===== config.mk =====
export PLATFORM = sky130hd
export DESIGN_NAME = seq_div
export DESIGN_NICKNAME = d
export VERILOG_FILES = /design/src/rtl/seq_div_pkg.sv /design/src/rtl/div_step.sv /design/src/rtl/seq_div.sv
export SDC_FILE = /design/constraint.sdc
export NUM_CORES = 1
export LEC_CHECK = 0
export CORE_MARGIN = 8
export CORE_UTILIZATION = 55
export DETAILED_ROUTE_END_ITERATION = 6
export HOLD_SLACK_MARGIN = 0.1
export PLACE_DENSITY = 0.84
export SETUP_SLACK_MARGIN = 0.05
export SLEW_MARGIN = 20
export SYNTH_ARGS = -nofsm -noshare
export SYNTH_HDL_FRONTEND = slang
export SYNTH_SLANG_ARGS = --single-unit

===== constraint.sdc =====
create_clock -name clk -period 3.4 [get_ports clk]
set_input_delay 0.51 -clock clk [delete_from_list [all_inputs] [get_ports clk]]
set_output_delay 0.51 -clock clk [all_outputs]
set_load 0.01 [all_outputs]

===== src/rtl/seq_div_pkg.sv =====
// seq_div_pkg: shared state encoding and default widths for the sequential signed divider
package seq_div_pkg;
   localparam int DW_DEF = 8;
   localparam int VW_DEF = 4;
   localparam int CW_DEF = $clog2(DW_DEF);
   typedef enum logic [2:0] {IDLE, PREP, ITER, FIX, DONE} state_t;
endpackage


===== src/rtl/div_step.sv =====
// div_step: one restoring shift-subtract step (pr_in/bit_in/dv in, pr_out/q_bit out)
module div_step #(
   parameter int VW = 4
) (
   input  logic [VW:0]   pr_in,
   input  logic          bit_in,
   input  logic [VW-1:0] dv,
   output logic [VW:0]   pr_out,
   output logic          q_bit
);
   logic [VW+1:0] trial, diff;
   always_comb begin
      trial  = {pr_in, bit_in};
      diff   = trial - {2'b00, dv};
      // no borrow out of the trial subtraction means the divisor fits
      q_bit  = ~diff[VW+1];
      pr_out = q_bit ? diff[VW:0] : trial[VW:0];
   end
endmodule


===== src/rtl/seq_div.sv =====
// seq_div: multi-cycle signed divider (start/dividend/divisor in; quotient/remainder/busy/done/div_by_zero/overflow out)
module seq_div
   import seq_div_pkg::*;
#(
   parameter int DW = DW_DEF,
   parameter int VW = VW_DEF
) (
   input  logic          clk,
   input  logic          rst,
   input  logic          start,
   input  logic [DW-1:0] dividend,
   input  logic [VW-1:0] divisor,
   output logic [DW-1:0] quotient,
   output logic [VW-1:0] remainder,
   output logic          busy,
   output logic          done,
   output logic          div_by_zero,
   output logic          overflow
);
   localparam int CW = $clog2(DW);
   state_t        state_q, state_d;
   logic [CW-1:0] cnt_q, cnt_d;
   logic [DW-1:0] a_q, a_d, quotient_q, quotient_d;
   logic [VW-1:0] b_q, b_d, remainder_q, remainder_d;
   logic [VW:0]   pr_q, pr_d, pr_nx;
   logic          sa_q, sa_d, sb_q, sb_d, dbz_q, dbz_d, ovf_q, ovf_d, q_bit;

   // a_q holds the raw dividend, then its magnitude, and shifts quotient bits in as dividend bits leave
   div_step #(.VW(VW)) u_step (
      .pr_in (pr_q),
      .bit_in(a_q[DW-1]),
      .dv    (b_q),
      .pr_out(pr_nx),
      .q_bit (q_bit)
   );

   always_comb begin
      state_d     = state_q;
      cnt_d       = cnt_q;
      a_d         = a_q;
      b_d         = b_q;
      pr_d        = pr_q;
      sa_d        = sa_q;
      sb_d        = sb_q;
      quotient_d  = quotient_q;
      remainder_d = remainder_q;
      dbz_d       = dbz_q;
      ovf_d       = ovf_q;
      case (state_q)
         IDLE: if (start) begin
            state_d = PREP;
            a_d     = dividend;
            b_d     = divisor;
            dbz_d   = 1'b0;
            ovf_d   = 1'b0;
         end
         PREP: begin
            sa_d  = a_q[DW-1];
            sb_d  = b_q[VW-1];
            a_d   = a_q[DW-1] ? -a_q : a_q;
            b_d   = b_q[VW-1] ? -b_q : b_q;
            pr_d  = '0;
            cnt_d = '0;
            if (b_q == '0) begin
               state_d     = DONE;
               quotient_d  = '1;
               remainder_d = '0;
               dbz_d       = 1'b1;
            end else begin
               state_d = ITER;
            end
         end
         ITER: begin
            a_d     = {a_q[DW-2:0], q_bit};
            pr_d    = pr_nx;
            cnt_d   = cnt_q + CW'(1);
            state_d = (cnt_q == CW'(DW - 1)) ? FIX : ITER;
         end
         FIX: begin
            quotient_d  = (sa_q ^ sb_q) ? -a_q : a_q;
            remainder_d = sa_q ? -pr_q[VW-1:0] : pr_q[VW-1:0];
            // an unsigned magnitude with the top bit set only fits when the result is negative
            ovf_d       = ~(sa_q ^ sb_q) & a_q[DW-1];
            state_d     = DONE;
         end
         DONE:    state_d = IDLE;
         default: state_d = IDLE;
      endcase
   end

   always_ff @(posedge clk or posedge rst) begin
      if (rst) begin
         state_q     <= IDLE;
         cnt_q       <= '0;
         a_q         <= '0;
         b_q         <= '0;
         pr_q        <= '0;
         sa_q        <= 1'b0;
         sb_q        <= 1'b0;
         quotient_q  <= '0;
         remainder_q <= '0;
         dbz_q       <= 1'b0;
         ovf_q       <= 1'b0;
      end else begin
         state_q     <= state_d;
         cnt_q       <= cnt_d;
         a_q         <= a_d;
         b_q         <= b_d;
         pr_q        <= pr_d;
         sa_q        <= sa_d;
         sb_q        <= sb_d;
         quotient_q  <= quotient_d;
         remainder_q <= remainder_d;
         dbz_q       <= dbz_d;
         ovf_q       <= ovf_d;
      end
   end

   assign quotient    = quotient_q;
   assign remainder   = remainder_q;
   assign busy        = state_q != IDLE;
   assign done        = state_q == DONE;
   assign div_by_zero = dbz_q;
   assign overflow    = ovf_q;
endmodule


==> results.sh <==
export IMPL_status="complete, no violations"
export IMPL_cts_resized=0
export IMPL_yosys_warnings=0
export IMPL_hpwl_um=4000
export IMPL_maxSlewHeadroom=0.560
export IMPL_utilization=0.660
export IMPL_diodes=0
export IMPL_pin_count=31
export IMPL_cts_tree="done"
export IMPL_clock_path_buffers=2
export IMPL_netlist_top_cells_area="dfrtp_1 41%, ha_1 5.3%, nand2_1 4.9%"
export IMPL_start_util=0.557
export IMPL_total_power_w=0.00288
export IMPL_grt_start_max_net_pins=40
export IMPL_nNetsFinal=310
export IMPL_hold_start="remainder[2]$_DFFE_PP0P_"
export IMPL_finalWirelength_um=5390
export IMPL_gp_congestion=0.845
export IMPL_vias_per_cell=6.00
export IMPL_worstPathCellList="inv_2, nand2_1, clkdlybuf4s50_1"
export IMPL_die_h_um=81.5
export IMPL_clock_latency_ns=0.29
export IMPL_syn_area_per_cell_sq_um=9.32
export IMPL_reg2reg_from="state_q[1]$_DFFE_PP0P_"
export IMPL_skew_ns=0.00510
export IMPL_crit_family="buffers and inverters"
export IMPL_synth_main_ff_cell="dfrtp_1"
export IMPL_min_path_cells=1
export IMPL_reg2reg_slack_ns=1.23
export IMPL_num_rows=24
export IMPL_dr_total_vias=2022
export IMPL_path_max_fanout=21
export IMPL_cts_sinks=39
export IMPL_ys_seq_elements=39
export IMPL_synth_cell_types=47
export IMPL_cts_root_buf="clkbuf_8"
export IMPL_critical_path_arrival_ns=1.99
export IMPL_hold_slack_ns=0.498
export IMPL_grtUsageTotal=0.183
export IMPL_leakagePower_nw=1.18
export IMPL_finalCriticalPeriod_ns=2.50
export IMPL_maxCapViolCount=0
export IMPL_htreeDepth=2
export IMPL_post_cts_setup_buffers=0
export IMPL_drv_slew=0
export IMPL_hold_buffers=0
export IMPL_synth_top_area_cell="dfrtp_1"
export IMPL_worst_pin_slew_ns=0.660
export IMPL_p_per_area_nw_per_um2=1030
export IMPL_critPathCaptureType="output port"
export IMPL_synth_edf_count=0
export IMPL_regToRegEndpoint="remainder[0]$_DFFE_PP0P_"
export IMPL_drive_gt1_frac=0.0877
export IMPL_syn_to_final_growth_pct=18.5
export IMPL_antenna_found_initial=0
export IMPL_die_area_sq_um=6640
export IMPL_synthArstFlopShare=1.00
export IMPL_grt_pass1_wl_um=9590
export IMPL_drc=0
export IMPL_synth_most_common_cell="dfrtp_1"
export IMPL_drtAntennaViolNets=0
export IMPL_irDropWorstVdd_mv=0.511
export IMPL_routedWlPerCell_um=16.0
export IMPL_yosys_area_top_type_share=0.414
export IMPL_crit_buf_inv=2
export IMPL_syn_inst=253
export IMPL_cpPeakStageDelay_ns=0.77
export IMPL_hold_path_class="flip-flop to flip-flop"
export IMPL_fin_tns_setup_ns=0
export IMPL_drtIter0Drc=180
export IMPL_ys_seq_area_frac=0.414
export IMPL_worst_r2r_path_depth=6
export IMPL_cpMaxStageDelayCell="dfrtp_1"
export IMPL_syn_nets=279
export IMPL_critPathKind="flip-flop to output port"
export IMPL_clk_pin_slew_ns=0.08
export IMPL_core_sq_um=4230
export IMPL_syn_area_sq_um=2360
export IMPL_setup_viol=0
export IMPL_finalHoldViolations=0
export IMPL_grt_pass1_vias=1968
export IMPL_grt_overflow_total=0
export IMPL_worst_setup_path_start_kind="flip-flop"
export IMPL_post_route_period_util=0.736
export IMPL_fp_dieW_um=81.5
export IMPL_fmax_mhz=399
export IMPL_synth_common_cells="39 x dfrtp_1, 31 x nand2_1, 18 x nor2_1, 18 x o21ai_1, 11 x inv_1"
export IMPL_rsz0062_at_grt="false"
export IMPL_cts_buffers_inserted=5
export IMPL_whs_endpoint="remainder[2]$_DFFE_PP0P_"
export IMPL_dr_pass1_iters=5
export IMPL_required_ns=2.89
export IMPL_place_port_buffers=30
-- logic make-up after synthesis --
kind of cell,count (synthesis),share of synthesized area
simple gates,86,0.185
compound gates,75,0.227
flops,39,0.414
buf+inv,24,0.0398
xor+xnor,12,0.0477
fa+ha+maj,11,0.0615
mux,6,0.0255
-- state kept, by name, summed over array words and instances, names as in the netlist --
signal	cells
a_q	8
quotient	8
pr_q	5
b_q	4
remainder	4
cnt_q	3
state_q	3
div_by_zero	1
overflow	1
sa_q	1
sb_q	1
-- cells in the final DEF (no fill, tap or decap), drive strengths merged, types with 2 or more instances in the layout --
| master | n |
|---|---|
| and3 | 2 |
| clkdlybuf4s50 | 30 |
| o2111ai | 2 |
| o22ai | 3 |
| o31ai | 2 |
| o2bb2ai | 6 |
| a22oi | 3 |
| a21oi | 9 |
| clkbuf | 6 |
| buf | 3 |
| dfrtp | 39 |
| nor3b | 3 |
| or3 | 4 |
| nor2b | 4 |
| o211ai | 2 |
| xor2 | 5 |
| nand3 | 9 |
| o21ai | 24 |
| a22o | 3 |
| a32oi | 2 |
| nand2 | 33 |
| inv | 15 |
| nand2b | 2 |
| o22a | 8 |
| mux2i | 6 |
| nor2 | 18 |
| ha | 10 |
| xnor2 | 7 |
| a221oi | 7 |
| nor3 | 7 |
-- metal layers --
metal	vias up	part of all wire	GRT usage
met5	-	0	0
met4	0	0.016	0.0750
met3	10	0.057	0.0317
met2	62	0.46	0.272
met1	970	0.47	0.257
li1	980	-	-
-- where the power goes --
part | internal, W | switching (W)
clock | 0.000143 | 0.000166
sequential | 0.000667 | 0.000276
combinational | 0.000789 | 0.000839
-- through the flow --
stage	std cells	setup WS, ns	cell area [sq um]
after floorplan	253	1.42	2360
after detailed placement	329	1.24	2710
after CTS	337	0.900	2790
after global placement	329	1.27	2710
after global routing	337	0.782	2790
final	337	0.897	2790
-- cell type report --
type,count,area (sq um)
Clock buffer,6,72.6
Clock inverter,2,12.5
Fill cell,355,1440
Inverter,15,56.3
Multi-Input combinational cell,190,1290
Sequential cell,39,976
Tap cell,52,65.1
Timing Repair Buffer,33,323
-- worst max path at each step --
| stage | end | depth (start not counted) | from | slack (ns) |
|---|---|---|---|---|
| 6_report | busy | 3 | state_q[1]$_DFFE_PP0P_ | 0.90 |
| 5_1_grt | busy | 3 | state_q[1]$_DFFE_PP0P_ | 0.78 |
| 4_1_cts | busy | 3 | state_q[1]$_DFFE_PP0P_ | 0.90 |
| 3_5_place_dp | busy | 3 | state_q[1]$_DFFE_PP0P_ | 1.24 |
| 3_3_place_gp | busy | 3 | state_q[1]$_DFFE_PP0P_ | 1.27 |
| 2_1_floorplan | pr_q[4]$_DFFE_PP0N_ | 7 | b_q[1]$_DFFE_PP0P_ | 1.42 |
(Power assumes the default switching activity.)
